==> src/rtl/uart_port_if.sv <==
// Peripheral bus bundle for the UART register window.
// The master drives requests; the slave drives ack, data and irq.
interface uart_port_if;
  logic [15:0] addr;
  logic [7:0]  wdata;
  logic        wreq;
  logic        rreq;
  logic [7:0]  rdata;
  logic        ack;
  logic        irq;

  modport master (
    output addr, wdata, wreq, rreq,
    input  rdata, ack, irq
  );

  modport slave (
    input  addr, wdata, wreq, rreq,
    output rdata, ack, irq
  );
endinterface

==> src/rtl/uart_port.sv <==
// 8N1 serial terminal on the 8-bit peripheral bus.
// Four registers (DATA/STAT/CTRL/DIV), TX/RX FIFOs, level irq.
module uart_port #(
  parameter logic [15:0] BASE     = 16'hfff0,
  parameter int          DEPTH    = 8,
  parameter logic [7:0]  DIV_INIT = 8'd15
) (
  input  logic       clk,
  input  logic       rst,
  uart_port_if.slave bus,
  output logic       txd,
  input  logic       rxd
);

  localparam int AW = $clog2(DEPTH);

  typedef enum logic [1:0] {
    T_IDLE, T_START, T_DATA, T_STOP
  } tx_st_t;

  typedef enum logic [1:0] {
    R_IDLE, R_START, R_DATA, R_STOP
  } rx_st_t;

  logic [15:0] off;
  logic        in_win;
  logic        acc;
  logic        wr;
  logic        rd;
  logic        stat_rd;

  logic        ack_q;
  logic [7:0]  rdata_q;
  logic        irq_q;
  logic [1:0]  ctrl;
  logic [7:0]  div;
  logic [7:0]  rdv;

  logic [7:0]  tx_mem [DEPTH];
  logic [AW:0] tx_wp;
  logic [AW:0] tx_rp;
  logic        tx_empty;
  logic        tx_full;
  logic        tx_push;
  logic        tx_pop;
  logic        tx_idle;
  logic [7:0]  tx_head;

  logic [7:0]  rx_mem [DEPTH];
  logic [AW:0] rx_wp;
  logic [AW:0] rx_rp;
  logic        rx_empty;
  logic        rx_full;
  logic        rx_push;
  logic        rx_pop;

  tx_st_t      tx_st;
  logic [7:0]  tx_cnt;
  logic [7:0]  tx_div;
  logic [2:0]  tx_bit;
  logic [7:0]  tx_sh;

  rx_st_t      rx_st;
  logic [7:0]  rx_cnt;
  logic [7:0]  rx_div;
  logic [2:0]  rx_bit;
  logic [7:0]  rx_sh;
  logic        s1;
  logic        s2;
  logic        s3;
  logic        fall;
  logic [7:0]  half;
  logic        ovr;
  logic        ferr;

  assign off     = bus.addr - BASE;
  assign in_win  = (off[15:2] == 14'd0);
  assign acc     = !ack_q && in_win
                   && (bus.wreq || bus.rreq);
  assign wr      = acc && bus.wreq;
  assign rd      = acc && !bus.wreq;
  assign stat_rd = rd && (off[1:0] == 2'd1);

  assign bus.ack   = ack_q;
  assign bus.rdata = rdata_q;
  assign bus.irq   = irq_q;

  assign tx_empty = (tx_wp == tx_rp);
  assign tx_full  = (tx_wp[AW] != tx_rp[AW])
                    && (tx_wp[AW-1:0] == tx_rp[AW-1:0]);
  assign rx_empty = (rx_wp == rx_rp);
  assign rx_full  = (rx_wp[AW] != rx_rp[AW])
                    && (rx_wp[AW-1:0] == rx_rp[AW-1:0]);

  assign tx_head = tx_mem[tx_rp[AW-1:0]];
  assign tx_idle = tx_empty && (tx_st == T_IDLE);
  assign tx_pop  = !tx_empty
                   && ((tx_st == T_IDLE)
                   || (tx_st == T_STOP && tx_cnt == 8'd0));
  assign tx_push = wr && (off[1:0] == 2'd0)
                   && (!tx_full || tx_pop);

  assign rx_pop  = rd && (off[1:0] == 2'd0) && !rx_empty;
  assign rx_push = (rx_st == R_STOP) && (rx_cnt == 8'd0)
                   && s2 && (!rx_full || rx_pop);

  assign fall = s3 && !s2;
  assign half = {1'b0, div[7:1]} + {7'd0, div[0]};

  // Register read mux; an empty RX FIFO reads as zero.
  always_comb begin
    rdv = 8'h00;
    unique case (1'b1)
      off[1:0] == 2'd0:
        rdv = rx_empty ? 8'h00 : rx_mem[rx_rp[AW-1:0]];
      off[1:0] == 2'd1:
        rdv = {3'b000, tx_idle, ferr, ovr,
               tx_full, !rx_empty};
      off[1:0] == 2'd2:
        rdv = {6'd0, ctrl};
      off[1:0] == 2'd3:
        rdv = div;
    endcase
  end

  // Bus slave: single-cycle ack, control regs, irq.
  always_ff @(posedge clk or posedge rst) begin
    if (rst) begin
      ack_q   <= 1'b0;
      rdata_q <= 8'h00;
      irq_q   <= 1'b0;
      ctrl    <= 2'b00;
      div     <= DIV_INIT;
    end else begin
      ack_q <= acc;
      irq_q <= (ctrl[0] && !rx_empty)
               || (ctrl[1] && tx_idle);
      if (rd) rdata_q <= rdv;
      if (wr && off[1:0] == 2'd2) ctrl <= bus.wdata[1:0];
      if (wr && off[1:0] == 2'd3) div  <= bus.wdata;
    end
  end

  // FIFO storage, no reset needed on the data.
  always_ff @(posedge clk) begin
    if (tx_push) tx_mem[tx_wp[AW-1:0]] <= bus.wdata;
    if (rx_push) rx_mem[rx_wp[AW-1:0]] <= rx_sh;
  end

  // FIFO pointers; extra MSB separates full from empty.
  always_ff @(posedge clk or posedge rst) begin
    if (rst) begin
      tx_wp <= '0;
      tx_rp <= '0;
      rx_wp <= '0;
      rx_rp <= '0;
    end else begin
      if (tx_push) tx_wp <= tx_wp + 1'b1;
      if (tx_pop)  tx_rp <= tx_rp + 1'b1;
      if (rx_push) rx_wp <= rx_wp + 1'b1;
      if (rx_pop)  rx_rp <= rx_rp + 1'b1;
    end
  end

  // Transmitter; next frame starts straight from STOP.
  always_ff @(posedge clk or posedge rst) begin
    if (rst) begin
      tx_st  <= T_IDLE;
      txd    <= 1'b1;
      tx_cnt <= 8'd0;
      tx_div <= 8'd0;
      tx_bit <= 3'd0;
      tx_sh  <= 8'd0;
    end else begin
      unique case (tx_st)
        T_IDLE: begin
          if (!tx_empty) begin
            tx_sh  <= tx_head;
            txd    <= 1'b0;
            tx_cnt <= div;
            tx_div <= div;
            tx_st  <= T_START;
          end
        end
        T_START: begin
          if (tx_cnt == 8'd0) begin
            txd    <= tx_sh[0];
            tx_sh  <= {1'b0, tx_sh[7:1]};
            tx_bit <= 3'd0;
            tx_cnt <= tx_div;
            tx_st  <= T_DATA;
          end else begin
            tx_cnt <= tx_cnt - 8'd1;
          end
        end
        T_DATA: begin
          if (tx_cnt == 8'd0) begin
            tx_cnt <= tx_div;
            if (tx_bit == 3'd7) begin
              txd   <= 1'b1;
              tx_st <= T_STOP;
            end else begin
              txd    <= tx_sh[0];
              tx_sh  <= {1'b0, tx_sh[7:1]};
              tx_bit <= tx_bit + 3'd1;
            end
          end else begin
            tx_cnt <= tx_cnt - 8'd1;
          end
        end
        T_STOP: begin
          if (tx_cnt == 8'd0) begin
            if (!tx_empty) begin
              tx_sh  <= tx_head;
              txd    <= 1'b0;
              tx_cnt <= div;
              tx_div <= div;
              tx_st  <= T_START;
            end else begin
              tx_st <= T_IDLE;
            end
          end else begin
            tx_cnt <= tx_cnt - 8'd1;
          end
        end
        default: tx_st <= T_IDLE;
      endcase
    end
  end

  // Two-flop synchronizer plus a delayed copy for edges.
  always_ff @(posedge clk or posedge rst) begin
    if (rst) begin
      s1 <= 1'b1;
      s2 <= 1'b1;
      s3 <= 1'b1;
    end else begin
      s1 <= rxd;
      s2 <= s1;
      s3 <= s2;
    end
  end

  // Receiver; STAT read clears flags, a new error wins.
  always_ff @(posedge clk or posedge rst) begin
    if (rst) begin
      rx_st  <= R_IDLE;
      rx_cnt <= 8'd0;
      rx_div <= 8'd0;
      rx_bit <= 3'd0;
      rx_sh  <= 8'd0;
      ovr    <= 1'b0;
      ferr   <= 1'b0;
    end else begin
      if (stat_rd) begin
        ovr  <= 1'b0;
        ferr <= 1'b0;
      end
      unique case (rx_st)
        R_IDLE: begin
          if (fall) begin
            rx_cnt <= (half == 8'd0) ? 8'd0 : half - 8'd1;
            rx_div <= div;
            rx_st  <= R_START;
          end
        end
        R_START: begin
          if (rx_cnt == 8'd0) begin
            if (s2) begin
              rx_st <= R_IDLE;
            end else begin
              rx_bit <= 3'd0;
              rx_cnt <= rx_div;
              rx_st  <= R_DATA;
            end
          end else begin
            rx_cnt <= rx_cnt - 8'd1;
          end
        end
        R_DATA: begin
          if (rx_cnt == 8'd0) begin
            rx_sh  <= {s2, rx_sh[7:1]};
            rx_cnt <= rx_div;
            rx_bit <= rx_bit + 3'd1;
            if (rx_bit == 3'd7) rx_st <= R_STOP;
          end else begin
            rx_cnt <= rx_cnt - 8'd1;
          end
        end
        R_STOP: begin
          if (rx_cnt == 8'd0) begin
            rx_st <= R_IDLE;
            if (!s2)                    ferr <= 1'b1;
            else if (rx_full && !rx_pop) ovr <= 1'b1;
          end else begin
            rx_cnt <= rx_cnt - 8'd1;
          end
        end
        default: rx_st <= R_IDLE;
      endcase
    end
  end

endmodule

==> src/flat_wrapper.sv <==
// flat-port wrapper written by rule: the top's interface ports become plain ports
module uart_port_flat 
#(
  parameter logic [15:0] BASE     = 16'hfff0,
  parameter int          DEPTH    = 8,
  parameter logic [7:0]  DIV_INIT = 8'd15
)
  (clk, rst, txd, rxd, bus_addr, bus_wdata, bus_wreq, bus_rreq, bus_rdata, bus_ack, bus_irq);
  uart_port_if bus_i ();
  input  logic clk;
  input  logic rst;
  output logic txd;
  input  logic rxd;
  input wire logic [$bits(bus_i.addr)-1:0] bus_addr;
  input wire logic [$bits(bus_i.wdata)-1:0] bus_wdata;
  input wire logic [$bits(bus_i.wreq)-1:0] bus_wreq;
  input wire logic [$bits(bus_i.rreq)-1:0] bus_rreq;
  output wire logic [$bits(bus_i.rdata)-1:0] bus_rdata;
  output wire logic [$bits(bus_i.ack)-1:0] bus_ack;
  output wire logic [$bits(bus_i.irq)-1:0] bus_irq;
  assign bus_i.addr = bus_addr;
  assign bus_i.wdata = bus_wdata;
  assign bus_i.wreq = bus_wreq;
  assign bus_i.rreq = bus_rreq;
  assign bus_rdata = bus_i.rdata;
  assign bus_ack = bus_i.ack;
  assign bus_irq = bus_i.irq;
  uart_port #(.BASE(BASE), .DEPTH(DEPTH), .DIV_INIT(DIV_INIT)) u_core (.clk(clk), .rst(rst), .bus(bus_i), .txd(txd), .rxd(rxd));
endmodule
==> config.mk <==
export PLATFORM = sky130hd
export DESIGN_NAME = uart_port_flat
export DESIGN_NICKNAME = d
export VERILOG_FILES = /design/src/rtl/uart_port_if.sv /design/src/rtl/uart_port.sv /design/src/flat_wrapper.sv
export SDC_FILE = /design/constraint.sdc
export NUM_CORES = 1
export LEC_CHECK = 0
export ABC_AREA = 1
export CORE_UTILIZATION = 60
export DETAILED_ROUTE_END_ITERATION = 7
export DONT_BUFFER_PORTS = 1
export PLACE_DENSITY = 0.81
export SYNTH_ARGS = -nofsm -noshare
export SYNTH_HDL_FRONTEND = slang
export SYNTH_SLANG_ARGS = --single-unit
==> constraint.sdc <==
create_clock -name clk -period 5.2 [get_ports clk]
set_input_delay 0.78 -clock clk [delete_from_list [all_inputs] [get_ports clk]]
set_output_delay 0.78 -clock clk [all_outputs]
set_load 0.005 [all_outputs]
==> results of run 1 <==
[placed cells by master (no fill, tap or decap), drive strengths merged, types with 11 or more instances in the layout]
master,instances
a21oi,37
clkbuf,29
clkinv,11
dfrtp,92
edfxtp,128
ha,24
inv,92
nand2,238
nand3,48
nor2,147
o21ai,156
o22ai,21
xor2,17
[final cells by class]
| class | count | share of cell area |
|---|---|---|
| clock buffer | 29 | 0.0525 |
| clock inverter | 12 | 0.00940 |
| inverter | 96 | 0.0317 |
| multi-input combinational | 742 | 0.332 |
| sequential | 228 | 0.549 |
| tap | 225 | 0.0243 |
| timing repair buffer | 2 | 0.00130 |
[Yosys cell counts, drive strengths merged]
cell type  number
ha             24
inv            92
nand3          48
o22ai          21
dfrtp          92
o21ai         156
o211ai          2
a31oi           6
nand3b          3
edfxtp        128
xor2           17
mux2            7
a21o            1
nor2          147
o21bai          1
nand2         238
nor3b           1
nor3            6
buf            18
clkinv          4
nand4          10
or2             1
xnor2          10
a21boi          1
a32o            2
dfstp           8
o221ai          3
a21oi          37
clkbuf         15
[worst max-delay path: stages, from the launching register on]
cell	delay, ns
dfrtp_1	1.03
xnor2_1	0.16
nand3_1	0.15
nor2_2	0.09
nor2_4	0.18
nand2_4	0.10
nand2_4	0.12
nand3_2	0.14
nor2_1	0.56
[final timing paths]
kind                            startpoint                   to  slack, ns  cells past startpoint
setup reg to reg           u_core.rx_rp[0]  u_core.rx_mem[3][1]       2.30                      8
max in group asynchronous              rst      u_core.tx_rp[1]       3.88                      2
hold / removal                         rst     u_core.rx_cnt[3]       0.21                      1
min in group clk                       rxd            u_core.s1       0.26                      0
hold reg to reg                  u_core.s1            u_core.s2       0.37                      0
setup / recovery           u_core.rx_rp[0]  u_core.rx_mem[3][1]       2.30                      8
[registers in the layout, indices dropped and copies added, names as in the netlist, 4 cells and up, named ones only]
name / cells
u_core.div: 8
u_core.tx_cnt: 8
u_core.rx_wp: 4
u_core.rx_rp: 4
u_core.tx_sh: 8
u_core.tx_div: 8
u_core.rx_div: 8
u_core.rx_cnt: 8
u_core.rx_sh: 8
u_core.bus.rdata: 8
u_core.tx_rp: 4
u_core.tx_wp: 4
u_core.tx_mem: 64
u_core.rx_mem: 64
[kinds of logic after synthesis]
kind of cell,after synthesis
XOR/XNOR,27
adder cells (fa/ha/maj),24
multiplexers,7
AO/OA/AOI/OAI,230
buffers and inverters,129
flip-flops,228
AND/OR/NAND/NOR,454
[report_power, final]
part	switching [mW]	leakage [nW]	internal (mW)
Sequential	0.138	2.45	2.05
Combinational	1.06	2.00	0.516
Clock	0.665	0.345	0.923
[metal layers]
metal	GRT usage	part of all wire	wire [µm]	up-vias
li1	-	-	-	3694
met1	0.337	0.42	9660	3583
met2	0.441	0.49	11200	299
met3	0.0516	0.066	1510	57
met4	0.0918	0.027	614	2
met5	0	0.00074	17	-
==> flow_summary.toml, run 1 <==
[run_status]
status = "finished, final reports clean"

[route]
ant_nets = 0
drt-pass1-iter-count = 8
detail_route.wl_per_cell_um = 17.3
wirelength_um = 23000
drt_iter0_drc = 719
drcViolationCount = 0
viasPerCell = 5.72
vias = 7635

[floorplan]
std_cell_rows = 48
initial_standard_cell_utilization_of_the_core = 0.618
fp.dieArea_um2 = 18400
top_level_ports = 40
floorplan.die.height_um = 136
chipWidth_um = 136
core_area_um2 = 17400

[sta]
finalHoldWorstSlack_ns = 0.207
fin_crit_sh = 0.558
setup_viol_count_final = 0
tightestPinTransition_ns = 1.05
post-route-worst-setup-slack_ns = 2.30
report.final.slew_viol_count = 0
unrepaired_setup_endpoints_after_global_routing = "no"
fin_skew_ns = 0.00840
period_minus_slack_ns = 2.90
setup_total_negative_slack_ns = 0
finalHoldViolCount = 0
timing.max_slew.rel_slack = 0.303
max_freq_mhz = 344

[finish]
final_cell_area_um2 = 11600
area.sequential_um2 = 6360
fillers = 1302
final_core_utilization = 0.667
multi_input_comb_area_um2 = 3840
final_cells = 1334
area_growth_syn_to_layout_pct = 7.88
insertedDiodeCount = 0
post_route_cells_drive_above_1_share = 0.0884
final_net_count = 1146

[clock_network]
clock_latency_ns = 0.51
cts.path.max_buffers = 3
clock-sinks = 228
inserted_clock_buffers = 23
cts.clk_slew.worst_paths_ns = 0.06
ctsRootBufferMaster = "clkbuf_16"
cts-hold-fix-buffers = 0
cts_tree = "done"
cts_setup_buffers = 0
post_cts_resize_count = 0
htreeDepth = 1

[critical_path]
critical_path_class = "flop to flop"
critical_path_peak_fanout = 35
end_kind = "flop"
worstSetupStartpointType = "flop"
worst-endpoint-arrival_ns = 3.05
crit_required_ns = 5.34

[yosys]
synth_area_leaders = "edfxtp_1, dfrtp_1, nand2_1, o21ai_0, nor2_1"
postSynthAreaPerCell_um2 = 9.76
synth_warnings = 0
synth-xor-area-share = 0.0220
syn-num-nets = 1152
synth_compound_gate_area_share = 0.118
synth.ff_latch_count = 228
synth_cells = 1099
yosys.area.top_type_share = 0.358
synth_top_family_by_area = "simple AND/OR/NAND/NOR gates"
netlist-cell-type-count = 46
synthSimpleGateAreaFrac = 0.182
mappedNetlistArea_um2 = 10700
synth_sequential_area_ratio = 0.592
multiplexer_area_fraction_after_synthesis = 0.00735
synth-adder-area-share = 0.0280
synth_top_cell_by_area = "edfxtp_1"

[placed_design]
detailed_place_hpwl_um = 15800
numPortBuffers = 0
placed_cell_count = 1293
pre_cts_slack_ns = 2.11
dpl_cell_area_um2 = 10900
place.gp.congestion = 0.891

[global_route]
via_count_of_the_first_global_routing_pass = 7283
grt_max_degree = 53
antenna_found_initial = 1
grt_overflow = 0
grt.total_usage = 0.262
grt_pass1_wl_um = 37100

[power_and_ir_drop]
power.ir.vdd_worst_mv = 0.327
power.density_cell_area_nw_per_um2 = 463
power.static_leakage_nw = 4.79
fin_total_pwr_mw = 5.36

[run]
drv.max_cap_violation_count = 0

[worst_hold_path]
hold_class = "input pin to async pin"
Power figures use the tool's default switching activity.
==> inputs of run 2 (changes only) <==
ABC_AREA = 0   (was 1)
CORE_UTILIZATION = 57   (was 60)
PLACE_DENSITY = 0.8   (was 0.81)
clock period = 2.6 ns   (was 5.2 ns; I/O delays follow)
==> run 2 against run 1 <==
The run now ends with design-rule violations left. Via count is 11% lower. Worst hold slack worse by 0.19 ns. Utilization is 0.33 points higher. Maximum frequency is 15% higher. First-iteration DRC count is 20% lower. Combinational power is 130% higher. Sequential cell count stayed put.
==> flow_summary.toml, run 2 <==
[yosys]
synth_cells = 773
netlist-cell-type-count = 73
yosys_most_used_dff = "edfxtp_1"
syn-num-nets = 826
synth.ff_latch_count = 228
synth_top_cell_by_area = "edfxtp_1"
synth_sequential_area_ratio = 0.600
synth-edff-count = 128
yosys.area.top_type_share = 0.363
post_synth_most_frequent_cells = "edfxtp_1, dfrtp_1, nand2_1"
mappedNetlistArea_um2 = 10600
postSynthAreaPerCell_um2 = 13.7
async_reset_ff_frac = 0.439
yosysMostFrequentCell = "edfxtp_1"
synth_area_leaders = "edfxtp_1, dfrtp_1, mux4_2, mux2_2, ha_1"
synth_warnings = 0

[run_status]
status = "finished with violations"
violated_checks = "design-rule violations"

[critical_path]
max_stage_delay_on_crit_path_ns = 0.54
critical-path-top-delay-family = "adder cells"
crit_required_ns = 3.03
timing.critical_path.cells = "ha_2 -> ha_1 -> inv_1 -> ha_1 -> or4b_4 -> o31ai_2 -> o21ai_1 -> buf_4 -> mux2i_1 -> a221oi_2"
critical_path_class = "flop to flop"
critPathBufInv = 2
slowest_stage = "dfstp_2"
end_kind = "flop"
worst-endpoint-arrival_ns = 2.95
worstSetupStartpointType = "flop"
cp_common_cell = "ha_1"
critical_path_peak_fanout = 2

[sta]
finalHoldViolCount = 0
setup_viol_count_final = 0
tightestPinTransition_ns = 0.685
period_minus_slack_ns = 2.52
report.final.slew_viol_count = 0
max_freq_mhz = 397
setup_total_negative_slack_ns = 0
fin_skew_ns = 0.0109
timing.max_slew.rel_slack = 0.538
fin_crit_sh = 0.969

[floorplan]
fp.dieArea_um2 = 19100
top_level_ports = 40
std_cell_rows = 49
chipWidth_um = 138
initial_standard_cell_utilization_of_the_core = 0.585
floorplan.die.height_um = 138
core_area_um2 = 18100

[route]
dr_wl_met3_um = 1510
top_signal_layer_used = "met4"
drcViolationCount = 1
routed_metal_1_wire_length_um = 9870
drt-pass1-iter-count = 7
wirelength_um = 23700
routed-wl-met2_um = 11500
ant_nets = 0
drt_iter0_drc = 578
viasPerCell = 6.40
detail_route.wl_per_cell_um = 22.3
vias = 6796

[power_and_ir_drop]
power.density_cell_area_nw_per_um2 = 968
power.ir.vdd_worst_mv = 0.727
power.static_leakage_nw = 4.77

[clock_network]
clock-sinks = 228
cts_tree = "done"
inserted_clock_buffers = 24
cts.path.max_buffers = 3
clock_latency_ns = 0.52
cts.clk_slew.worst_paths_ns = 0.07
ctsRootBufferMaster = "clkbuf_16"
htreeDepth = 1

[finish]
fillers = 1176
most-common-layout-cells = "edfxtp_1, dfrtp_1, nand2_1"
layout_commonest_cell = "edfxtp_1"
final_net_count = 868
multi_input_comb_area_um2 = 4030
area_growth_syn_to_layout_pct = 14.5
post_route_cells_drive_above_1_share = 0.238
final_core_utilization = 0.670
area.sequential_um2 = 6360
insertedDiodeCount = 0
final_cell_area_um2 = 12100

[placed_design]
dpl_cell_area_um2 = 11100
numPortBuffers = 0
detailed_place_hpwl_um = 15700
place.gp.congestion = 0.876

[run]
drv.max_cap_violation_count = 0

[global_route]
grt.total_usage = 0.252
grt_overflow = 0
via_count_of_the_first_global_routing_pass = 6982
grt_pass1_wl_um = 37500
antenna_found_initial = 0
grt_max_degree = 101

[worst_hold_path]
hold_class = "input pin to flop"
[run 2: cell count changes after synthesis, moves of 9 or more]
| cell | previous run | this run |
|---|---|---|
| mux4_2 | 0 | 32 |
| mux2i_1 | 0 | 24 |
| inv_1 | 83 | 23 |
| o22ai_1 | 21 | 6 |
| mux2_2 | 7 | 43 |
| o21ai_2 | 10 | 1 |
| nor2_1 | 133 | 47 |
| o21ai_0 | 146 | 24 |
| clkbuf_1 | 14 | 24 |
| nand2_1 | 232 | 53 |
| nand3_1 | 45 | 17 |
[run 2: report_power, final]
group / internal [mW] / total [mW] / leakage [nW] / switching (mW)
combinational: 1.54 / 3.61 / 1.85 / 2.07
sequential: 4.15 / 4.47 / 2.51 / 0.317
clock: 2.22 / 3.66 / 0.405 / 1.44
[run 2: path summary, 6_finish.rpt]
path	from	cells after the start	to	slack, ns
worst max-delay path	u_core.div[0]	10	u_core.rx_cnt[6]	0.08
worst min-delay path	bus_wdata[5]	1	u_core.div[5]	0.02
worst max register to register	u_core.div[0]	10	u_core.rx_cnt[6]	0.08
worst min register to register	u_core.s1	0	u_core.s2	0.37
max in group asynchronous	rst	3	u_core.txd	1.68
min in group asynchronous	rst	3	u_core.rx_cnt[6]	0.49
[run 2: kinds of logic (layout without fill, tap and decap cells)]
family / count (synthesis) / in the layout / share of synthesized area
buf+inv: 65 / 125 / 0.0251
xor+xnor: 39 / 39 / 0.0323
fa+ha+maj: 24 / 24 / 0.0284
simple gates: 197 / 197 / 0.0987
mux: 100 / 100 / 0.138
flops: 228 / 228 / 0.600
compound gates: 120 / 120 / 0.0775
[run 2: cell type report]
cell class,count,area share
clock buffers,28,0.0542
repair buffers,58,0.0411
inverters,23,0.00743
clock inverters,16,0.0166
flip-flops and latches,228,0.524
multi-input cells,480,0.333
well taps,229,0.0236
[run 2: per-stage QoR]
stage	total power, mW	worst slack, ns	hold WS [ns]	cells
after global placement	7.74	0.0861	0.348	1006
after floorplan	7.09	-0.281	0.345	773
final	11.7	0.0797	0.0223	1062
after detailed placement	7.99	-0.0162	0.354	1006
after global routing	12.3	-0.0345	0.0122	1062
after CTS	11.7	0.0119	0.0134	1060
[run 2: layer usage]
layer | track usage | up-vias
li1 | - | 2996
met2 | 0.414 | 291
met4 | 0.102 | 0
met1 | 0.335 | 3437
met3 | 0.0499 | 72
met5 | 0 | -
[run 2: worst reg2reg max path: cells and delay by family (launching register included)]
kind            cells  cell delay (ns)
fa+ha+maj           3             0.58
flops               1             0.54
compound gates      3             0.51
simple gates        1             0.47
buf+inv             2             0.23
mux                 1             0.12
[run 2: what timing repair did]
item | CTS | global route
gates cloned | 0 | 0
gates resized for setup | 1 | 10
pin swaps | 1 | 2
hold endpoints to repair | 157 | 0
buffers inserted | 0 | 2
endpoints found under the setup margin | 3 | 135
hold buffers | 10 | 0
==> inputs of run 3 (changes only) <==
SETUP_SLACK_MARGIN = 0.5   (was unset)
==> run 3 against run 2 <==
The flow still finishes with violations (design-rule violations). Sequential cell count is the same. First-iteration DRC count shrank 5.4%. Die area is the same. Combinational power grew 19%. Power grew 2.4%. Sequential power is essentially flat. Clock power shrank 11%. Largest power group unchanged. Maximum frequency grew 7.9%. Critical path depth shrank 4. Sequential share of layout area shrank 3.2 points.
==> flow_summary.toml, run 3 (synthesized netlist as in run 2, its figures left out) <==
[route]
ant_nets = 0
drcViolationCount = 2
drt-pass1-iter-count = 7
wirelength_um = 25900
viasPerCell = 6.36
vias = 7053
drt_iter0_drc = 547
detail_route.wl_per_cell_um = 23.3

[clock_network]
htreeDepth = 1
inserted_clock_buffers = 24
ctsRootBufferMaster = "clkbuf_16"
cts.path.max_buffers = 3
cts.clk_slew.worst_paths_ns = 0.06
clock_latency_ns = 0.52
cts_tree = "done"
clock-sinks = 228

[floorplan]
initial_standard_cell_utilization_of_the_core = 0.585
fp.dieArea_um2 = 19100
floorplan.die.height_um = 138
chipWidth_um = 138
core_area_um2 = 18100
top_level_ports = 40
std_cell_rows = 49

[sta]
finalHoldWorstSlack_ns = 0.0222
period_minus_slack_ns = 2.34
post-route-worst-setup-slack_ns = 0.263
fin_crit_sh = 0.899
fin_skew_ns = 0.0145
tightestPinTransition_ns = 0.636
max_freq_mhz = 428
finalHoldViolCount = 0
setup_viol_count_final = 0
unrepaired_setup_endpoints_after_global_routing = "yes"
timing.max_slew.rel_slack = 0.574
report.final.slew_viol_count = 0

[global_route]
groute.layer.met3.usage = 0.0450
grt_pass1_wl_um = 39200
grt_overflow = 0
gr_layer_usage_met2 = 0.445
grt.busiest_layer = "met2"
antenna_found_initial = 2
grt.total_usage = 0.267
via_count_of_the_first_global_routing_pass = 7092
grt_util_met1 = 0.349
grt_max_degree = 81

[finish]
layout_commonest_cell = "edfxtp_1"
area.sequential_um2 = 6360
final_net_count = 914
multi_input_comb_area_um2 = 4470
post_route_cells_drive_above_1_share = 0.333
final_cell_area_um2 = 12900
most-common-layout-cells = "edfxtp_1, dfrtp_1, buf_4"
fillers = 1097
area_growth_syn_to_layout_pct = 22.2

[critical_path]
critical-path-top-delay-family = "simple AND/OR/NAND/NOR gates"
crit_required_ns = 2.82
max_stage_delay_on_crit_path_ns = 0.50
slowest_stage = "or4b_4"
reg2reg_setup_slack_ns = 0.26
critPathBufInv = 1
critical_path_class = "flop to flop"
timing.critical_path.cells = "nor2_2 -> or4b_4 -> nor2_4 -> nand4b_4 -> nor4bb_2 -> buf_4"
critical_path_peak_fanout = 8
worstSetupStartpointType = "flop"
worst-endpoint-arrival_ns = 2.56
end_kind = "flop"

[run]
drv.max_cap_violation_count = 0

[placed_design]
pre_cts_slack_ns = 0.0138
detailed_place_hpwl_um = 15500
place.gp.congestion = 0.881
dpl_cell_area_um2 = 11200
numPortBuffers = 0

[power_and_ir_drop]
power.static_leakage_nw = 5.05
power.density_cell_area_nw_per_um2 = 929
power.ir.vdd_worst_mv = 0.685

[run_status]
status = "finished with violations"
violated_checks = "design-rule violations"

[worst_hold_path]
hold_class = "input pin to flop"
## run 3: cell types whose count changed in the layout (fill, tap and decap cells not counted), moves of 5 or more
cell      previous run  this run
buf_12               3         9
buf_4               45        69
buf_6                0        14
clkbuf_1             1         6
dfrtp_1             92        85
dfrtp_2              0         7
ha_4                 0         5
inv_1               22        17
mux2_2              43        37
mux2_4               0         6
nor2_1              47        38
nor2_4               0         7
o221ai_1             6         1
o221ai_2             2         7
## run 3: final timing paths
path / from / endpoint / cells past startpoint
setup reg to reg: u_core.bus.ack / u_core.tx_mem[3][3] / 6
max in group asynchronous: rst / u_core.div[3] / 3
setup / recovery: u_core.bus.ack / u_core.tx_mem[3][3] / 6
min in group asynchronous: rst / u_core.tx_cnt[4] / 2
hold / removal: bus_wdata[0] / u_core.ctrl[0] / 1
hold reg to reg: u_core.s1 / u_core.s2 / 0
## run 3: layout make-up
cell class | count | area share
timing repair buffer | 103 | 0.0751
inverter | 23 | 0.00716
clock inverter | 9 | 0.00474
multi-input combinational | 481 | 0.345
clock buffer | 35 | 0.0535
antenna | 1 | 0.000193
tap | 229 | 0.0221
sequential | 228 | 0.492
## run 3: worst register-to-register path: cells and delay by family (launching register included)
family | cells | cell delay, ns
AND/OR/NAND/NOR | 5 | 1.37
flip-flops | 1 | 0.45
buffers and inverters | 1 | 0.23
## run 3: what timing repair did
item                                    4_1_cts  5_1_grt
pin swaps                                    21       14
resized for setup                            46       33
hold endpoints to repair                     84        0
endpoints found under the setup margin      174      166
buffers inserted                             31       26
hold buffers                                 10        0
gates cloned                                  1        0
## run 3: power breakdown
group / leakage [nW] / switching (mW) / internal, mW
Combinational: 2.19 / 2.31 / 1.98
Sequential: 2.50 / 0.329 / 4.15
Clock: 0.370 / 1.39 / 1.85
Total: 5.05 / 4.03 / 7.99
## run 3: through the flow
step | power [mW] | std cells | utilization | setup TNS, ns
floorplan | 7.16 | 773 | - | -4.01
global placement | 7.84 | 996 | 0.618 | 0
detailed placement | 8.02 | 996 | 0.618 | 0
CTS | 11.6 | 1082 | 0.695 | 0
global route | 12.6 | 1109 | 0.715 | 0
finish | 12.0 | 1109 | 0.715 | 0
## run 3: per-layer routing
layer,vias to the layer above,part of all wire
li1,3106,-
met1,3587,0.41
met2,276,0.50
met3,82,0.053
met4,2,0.043
met5,-,0.00062
